$ cat src/rtl/instr_decode_pkg.sv
// Shared types for the 16-bit instruction decoder:
// opcode constants, FSM state enum, decoded-field bundle.
package instr_decode_pkg;

  localparam logic [3:0] OP_RTYPE = 4'd0;
  localparam logic [3:0] OP_SLL   = 4'd1;
  localparam logic [3:0] OP_SRL   = 4'd2;
  localparam logic [3:0] OP_OR    = 4'd3;
  localparam logic [3:0] OP_AND   = 4'd4;
  localparam logic [3:0] OP_ADDI  = 4'd5;
  localparam logic [3:0] OP_LOAD  = 4'd7;
  localparam logic [3:0] OP_STORE = 4'd8;
  localparam logic [3:0] OP_MULT  = 4'd10;

  typedef enum logic [1:0] {
    EMPTY,
    FULL,
    MUL_HOLD,
    TRAP
  } state_t;

  typedef struct packed {
    logic [3:0]  opco;
    logic [2:0]  funct;
    logic [2:0]  shamtt;
    logic [2:0]  rs_addr;
    logic [2:0]  rt_addr;
    logic [2:0]  rd_addr;
    logic [15:0] constant_out;
    logic        constant_en;
    logic        reg_we;
    logic        hilo_we;
    logic        illegal;
  } dec_t;

endpackage

$ cat src/rtl/instr_decode_field_dec.sv
// Combinational field decode of one 16-bit instruction word.
// Ports: instr (word in), dec (decoded field bundle out).
module instr_field_dec
  import instr_decode_pkg::*;
(
  input  logic [15:0] instr,
  output dec_t        dec
);

  logic [3:0] op;
  logic       is_r;
  logic       is_s;
  logic       is_i;

  assign op   = instr[15:12];
  assign is_r = (op == OP_RTYPE) || (op == OP_OR)
             || (op == OP_AND) || (op == OP_MULT);
  assign is_s = (op == OP_SLL) || (op == OP_SRL);
  assign is_i = (op == OP_ADDI) || (op == OP_LOAD)
             || (op == OP_STORE);

  always_comb begin
    dec         = '0;
    dec.opco    = op;
    dec.rs_addr = instr[11:9];
    unique case (1'b1)
      is_r: begin
        dec.rt_addr = instr[8:6];
        dec.rd_addr = instr[5:3];
        dec.funct   = instr[2:0];
        dec.reg_we  = (op != OP_MULT);
        dec.hilo_we = (op == OP_MULT);
      end
      is_s: begin
        dec.rd_addr = instr[8:6];
        dec.shamtt  = instr[5:3];
        dec.reg_we  = 1'b1;
      end
      is_i: begin
        dec.rd_addr      = instr[8:6];
        dec.constant_out = {{10{instr[5]}}, instr[5:0]};
        dec.constant_en  = 1'b1;
        dec.reg_we       = (op != OP_STORE);
      end
      default: dec.illegal = 1'b1;
    endcase
  end

endmodule

$ cat src/rtl/instr_decode.sv
// Registered instruction decoder with valid/ready handshake, multiply
// hold-off and optional illegal-opcode trap (macro ILLEGAL_TRAP_EN).
// Ports: clk, rst (sync, active-high), instr_in/instr_valid/instr_ready
// upstream; dec_valid/dec_ready plus decoded fields downstream;
// trap/trap_clr for the held trap.
module instr_decode
  import instr_decode_pkg::*;
#(
  parameter int MUL_WAIT = 2
) (
  input  logic        clk,
  input  logic        rst,
  input  logic [15:0] instr_in,
  input  logic        instr_valid,
  output logic        instr_ready,
  output logic        dec_valid,
  input  logic        dec_ready,
  output logic [3:0]  opco,
  output logic [2:0]  funct,
  output logic [2:0]  shamtt,
  output logic [2:0]  rs_addr,
  output logic [2:0]  rt_addr,
  output logic [2:0]  rd_addr,
  output logic [15:0] constant_out,
  output logic        constant_en,
  output logic        reg_we,
  output logic        hilo_we,
  output logic        illegal,
  output logic        trap,
  input  logic        trap_clr
);

  localparam int CW = (MUL_WAIT < 2) ? 1 : $clog2(MUL_WAIT + 1);

  state_t        state;
  state_t        state_nx;
  logic [CW-1:0] cnt;
  logic [CW-1:0] cnt_nx;
  dec_t          d;
  dec_t          q;
  logic          consume;
  logic          accept;
  logic          mul_blk;
  logic          trap_blk;
  logic          trap_go;

  instr_field_dec u_field_dec (
    .instr (instr_in),
    .dec   (d)
  );

`ifdef ILLEGAL_TRAP_EN
  assign trap_blk = q.illegal;
  assign trap_go  = trap_clr;
  assign trap     = (state == TRAP);
`else
  logic unused_trap_clr;
  assign unused_trap_clr = trap_clr;
  assign trap_blk = 1'b0;
  assign trap_go  = 1'b1;
  assign trap     = 1'b0;
`endif

  // Retiring a multiply or trapping entry must not let a new
  // instruction slip in alongside it.
  assign mul_blk     = q.hilo_we && (MUL_WAIT != 0);
  assign consume     = (state == FULL) && dec_ready;
  assign instr_ready = (state == EMPTY)
                    || (consume && !mul_blk && !trap_blk);
  assign accept      = instr_valid && instr_ready;
  assign dec_valid   = (state == FULL);

  always_comb begin
    state_nx = state;
    cnt_nx   = cnt;
    unique case (state)
      EMPTY: if (accept) state_nx = FULL;
      FULL: begin
        if (consume) begin
          if (mul_blk) begin
            state_nx = MUL_HOLD;
            cnt_nx   = CW'(MUL_WAIT);
          end else if (trap_blk) begin
            state_nx = TRAP;
          end else if (accept) begin
            state_nx = FULL;
          end else begin
            state_nx = EMPTY;
          end
        end
      end
      MUL_HOLD: begin
        cnt_nx = cnt - 1'b1;
        if (cnt <= CW'(1)) begin
          state_nx = EMPTY;
          cnt_nx   = '0;
        end
      end
      TRAP: if (trap_go) state_nx = EMPTY;
      default: state_nx = EMPTY;
    endcase
  end

  always_ff @(posedge clk) begin
    if (rst) begin
      state <= EMPTY;
      cnt   <= '0;
      q     <= '0;
    end else begin
      state <= state_nx;
      cnt   <= cnt_nx;
      if (accept) q <= d;
    end
  end

  assign opco         = q.opco;
  assign funct        = q.funct;
  assign shamtt       = q.shamtt;
  assign rs_addr      = q.rs_addr;
  assign rt_addr      = q.rt_addr;
  assign rd_addr      = q.rd_addr;
  assign constant_out = q.constant_out;
  assign constant_en  = q.constant_en;
  assign reg_we       = q.reg_we;
  assign hilo_we      = q.hilo_we;
  assign illegal      = q.illegal;

endmodule

$ cat config.mk
export PLATFORM = sky130hd
export DESIGN_NAME = instr_decode
export DESIGN_NICKNAME = d
export VERILOG_FILES = /design/src/rtl/instr_decode_pkg.sv /design/src/rtl/instr_decode_field_dec.sv /design/src/rtl/instr_decode.sv
export SDC_FILE = /design/constraint.sdc
export NUM_CORES = 1
export LEC_CHECK = 0
export CAP_MARGIN = 30
export CORE_MARGIN = 2
export CORE_UTILIZATION = 44
export CTS_CLUSTER_DIAMETER = 200
export CTS_CLUSTER_SIZE = 16
export DETAILED_ROUTE_END_ITERATION = 8
export PLACE_DENSITY_LB_ADDON = 0.1
export SKIP_CTS_REPAIR_TIMING = 1
export SKIP_LAST_GASP = 1
export SYNTH_ARGS = -nofsm -noshare
export SYNTH_HDL_FRONTEND = slang
export SYNTH_SLANG_ARGS = --single-unit
export TNS_END_PERCENT = 1
$ cat constraint.sdc
create_clock -name clk -period 5.72 [get_ports clk]
set_clock_uncertainty 0.15 [all_clocks]
set_input_delay 1.43 -clock clk [delete_from_list [all_inputs] [get_ports clk]]
set_output_delay 1.43 -clock clk [all_outputs]
set_load 0.01 [all_outputs]
==> results.py <==
metrics = {
    "run_status": {
        "status": "finished, final reports clean",
    },
    "timing": {
        "min_period_over_period_pct": 77.0,
        "hold_ws_ns": 0.309,
        "max_freq_mhz": 227,
        "drv_slew": 0,
        "rsz0062_at_grt": "false",
        "slew_headroom_pct": 49.4,
        "worst_slew_pin_slew_ns": 0.760,
        "fin_tns_setup_ns": 0,
        "fin_ws_ns": 1.32,
        "final_hold_viol_count": 0,
        "setup-violations-final": 0,
        "period_minus_slack_ns": 4.40,
    },
    "cells_and_area": {
        "insertedDiodeCount": 0,
        "drive_above_1_share_pct": 7.11,
        "fill_cells": 263,
        "fin_nets": 231,
        "area_growth_pct": 44.8,
    },
    "setup_path": {
        "cp_data_required_time_ns": 4.14,
        "crit_type": "in2out",
        "worstPathMaxFanout": 4,
        "crit_path_end_kind": "output port",
        "worstPathArrival_ns": 2.82,
        "startpoint_type": "input pin",
    },
    "yosys": {
        "synth_top_area_share_pct": 46.0,
        "syn-cell-area_um2": 1440,
        "ys_seq_elements": 33,
        "synth_top_area_cell": "dfxtp_1",
        "synth.distinct_cells": 37,
        "syn_area_per_cell_um2": 8.99,
        "yosys_warnings": 0,
        "syn-num-nets": 181,
        "synthCells": 160,
        "ys_top_cells_by_area": "dfxtp_1 (46%), a21oi_1 (6.3%), nand2_1 (6.3%), buf_4 (5.7%), a22oi_1 (4.7%)",
        "seq_area_frac_synth_pct": 46.0,
    },
    "placed_design": {
        "dp_hpwl_um": 2570,
        "place.gp.congestion": 0.774,
        "port_buffers": 60,
        "dp_slack_ns": 1.32,
    },
    "clock_network": {
        "cts.htree.levels": 2,
        "clk_latency_ns": 0.33,
        "clockBufferDepth": 2,
        "cts_buffers": 5,
        "clockRootBuffer": "clkbuf_4",
        "cts_tree": "yes",
        "clk_pin_slew_ns": 0.09,
        "clock-sinks": 33,
    },
    "routing": {
        "dr.pass1.iters": 4,
        "drtIter0Drc": 48,
        "avgViaCountPerCell": 5.21,
        "ant_nets": 0,
        "drt_wl_total_um": 3480,
        "wire_per_inst_um": 13.6,
        "drc": 0,
        "via_count": 1329,
    },
    "power_and_ir_drop": {
        "leakagePower_nw": 0.755,
        "power_density_nw_per_um2": 226,
        "ir_worst_vdd_mv": 0.123,
    },
    "die": {
        "start_util_pct": 46.7,
        "io_pins": 63,
        "die_y_um": 61.2,
        "die_w_um": 61.2,
        "coreArea_um2": 3080,
        "die_area_um2": 3740,
        "core.rowCount": 20,
    },
    "grt": {
        "overflow": 0,
        "track_usage_pct": 20.2,
        "grt_pass1_vias": 1190,
        "antenna_found_initial": 0,
        "grt_pass1_wl_um": 5530,
        "grt_max_degree": 26,
    },
    "flow_run": {
        "maxCapViolCount": 0,
    },
    "min_path": {
        "hp-class": "reg2reg",
    },
}
[flip-flops by register name, summed over array words and instances, names as in the netlist]
signal        flops
cnt               2
state             2
opco              4
rs_addr           3
constant_en       1
shamtt            3
illegal           1
constant_out      6
reg_we            1
rt_addr           3
hilo_we           1
funct             3
rd_addr           3
[cell families after synthesis]
kind of cell | Yosys count | synth area share (%)
other | 1 | 0.261
AOI/OAI and AO/OA | 43 | 21.8
DFF | 33 | 46.0
and+or+nand+nor | 61 | 21.8
muxes | 1 | 0.696
buffers and inverters | 20 | 8.88
xor gates and xnor gates | 1 | 0.609
[layout make-up]
class / instances / area, um^2 / area share (%)
Inverter: 1 / 3.75 / 0.180
Clock inverter: 1 / 5.00 / 0.240
Timing Repair Buffer: 62 / 643 / 30.9
Sequential cell: 33 / 661 / 31.7
Clock buffer: 7 / 65.1 / 3.12
Tap cell: 44 / 55.1 / 2.64
Multi-Input combinational cell: 107 / 649 / 31.2
[metal layers]
| layer | part of all wire (%) | wire, um | GRT usage, % | up-vias |
|---|---|---|---|---|
| met4 | 1.3 | 44 | 7.45 | 0 |
| met3 | 7.3 | 253 | 7.35 | 5 |
| met2 | 48 | 1670 | 32.8 | 46 |
| li1 | - | - | - | 654 |
| met1 | 44 | 1520 | 24.7 | 624 |
| met5 | 0 | 0 | 0 | - |
[synthesized netlist by cell type]
master / number
nor3b_4: 1
a211o_1: 1
a22oi_1: 9
nor3b_1: 3
nand2_1: 24
dfxtp_1: 33
and2b_1: 2
a211oi_1: 1
o221ai_1: 1
a21oi_1: 18
xor2_1: 1
buf_2: 3
a2bb2oi_1: 1
a31oi_1: 1
nand2b_1: 2
buf_1: 1
a221o_1: 3
a22o_1: 3
or4b_4: 1
mux2i_1: 1
nand3b_1: 2
o2111a_1: 1
conb_1: 1
inv_1: 1
nor2_1: 16
nor3_1: 2
a21oi_2: 1
a221oi_4: 1
nor2b_1: 3
o21ai_0: 1
and4bb_1: 1
clkbuf_1: 3
nand3_1: 3
o21ai_2: 1
buf_6: 1
buf_4: 11
nand4b_1: 1
[cell usage in the layout (no fill, tap or decap), types with 2 or more instances in the layout]
| cell type | count |
|---|---|
| clkdlybuf4s50_1 | 60 |
| dfxtp_1 | 33 |
| nand2_1 | 24 |
| a21oi_1 | 18 |
| nor2_1 | 16 |
| a22oi_1 | 9 |
| clkbuf_4 | 5 |
| nor2b_1 | 3 |
| a22o_1 | 3 |
| nand3_1 | 3 |
| nor3b_1 | 3 |
| a221o_1 | 3 |
| nand2b_1 | 2 |
| nand3b_1 | 2 |
| nor3_1 | 2 |
| and2b_1 | 2 |
| clkbuf_8 | 2 |
[per-stage QoR]
| step | std cells | area (um^2) | total power [mW] | utilization [%] |
|---|---|---|---|---|
| after detailed placement | 247 | 2010 | 0.329 | 65.4 |
| final | 255 | 2080 | 0.471 | 67.6 |
| after global placement | 245 | 1970 | 0.323 | 64.0 |
| after CTS | 255 | 2080 | 0.476 | 67.6 |
| after global routing | 255 | 2080 | 0.497 | 67.6 |
| after floorplan | 160 | 1440 | 0.286 | - |
[critical path: stages]
cell and delay, ns:
clkdlybuf4s50_1 0.52, nand2b_1 0.15, a21oi_1 0.18, clkdlybuf4s50_1 0.55
[where the power goes]
group	internal [mW]	switching, mW	leakage [nW]
combinational	0.0428	0.0371	0.445
sequential	0.238	0.00543	0.269
clock	0.0712	0.0768	0.0413
[worst paths after layout]
path	from	endpoint	depth (start not counted)	slack [ns]
worst min register to register	rt_addr[0]	rt_addr[0]	2	0.31
worst min-delay path	rt_addr[0]	rt_addr[0]	2	0.31
worst max register to register	state[0]	rd_addr[0]	5	3.70
worst max-delay path	dec_ready	instr_ready	4	1.32
Note: power is estimated with default switching activity, not from simulation.
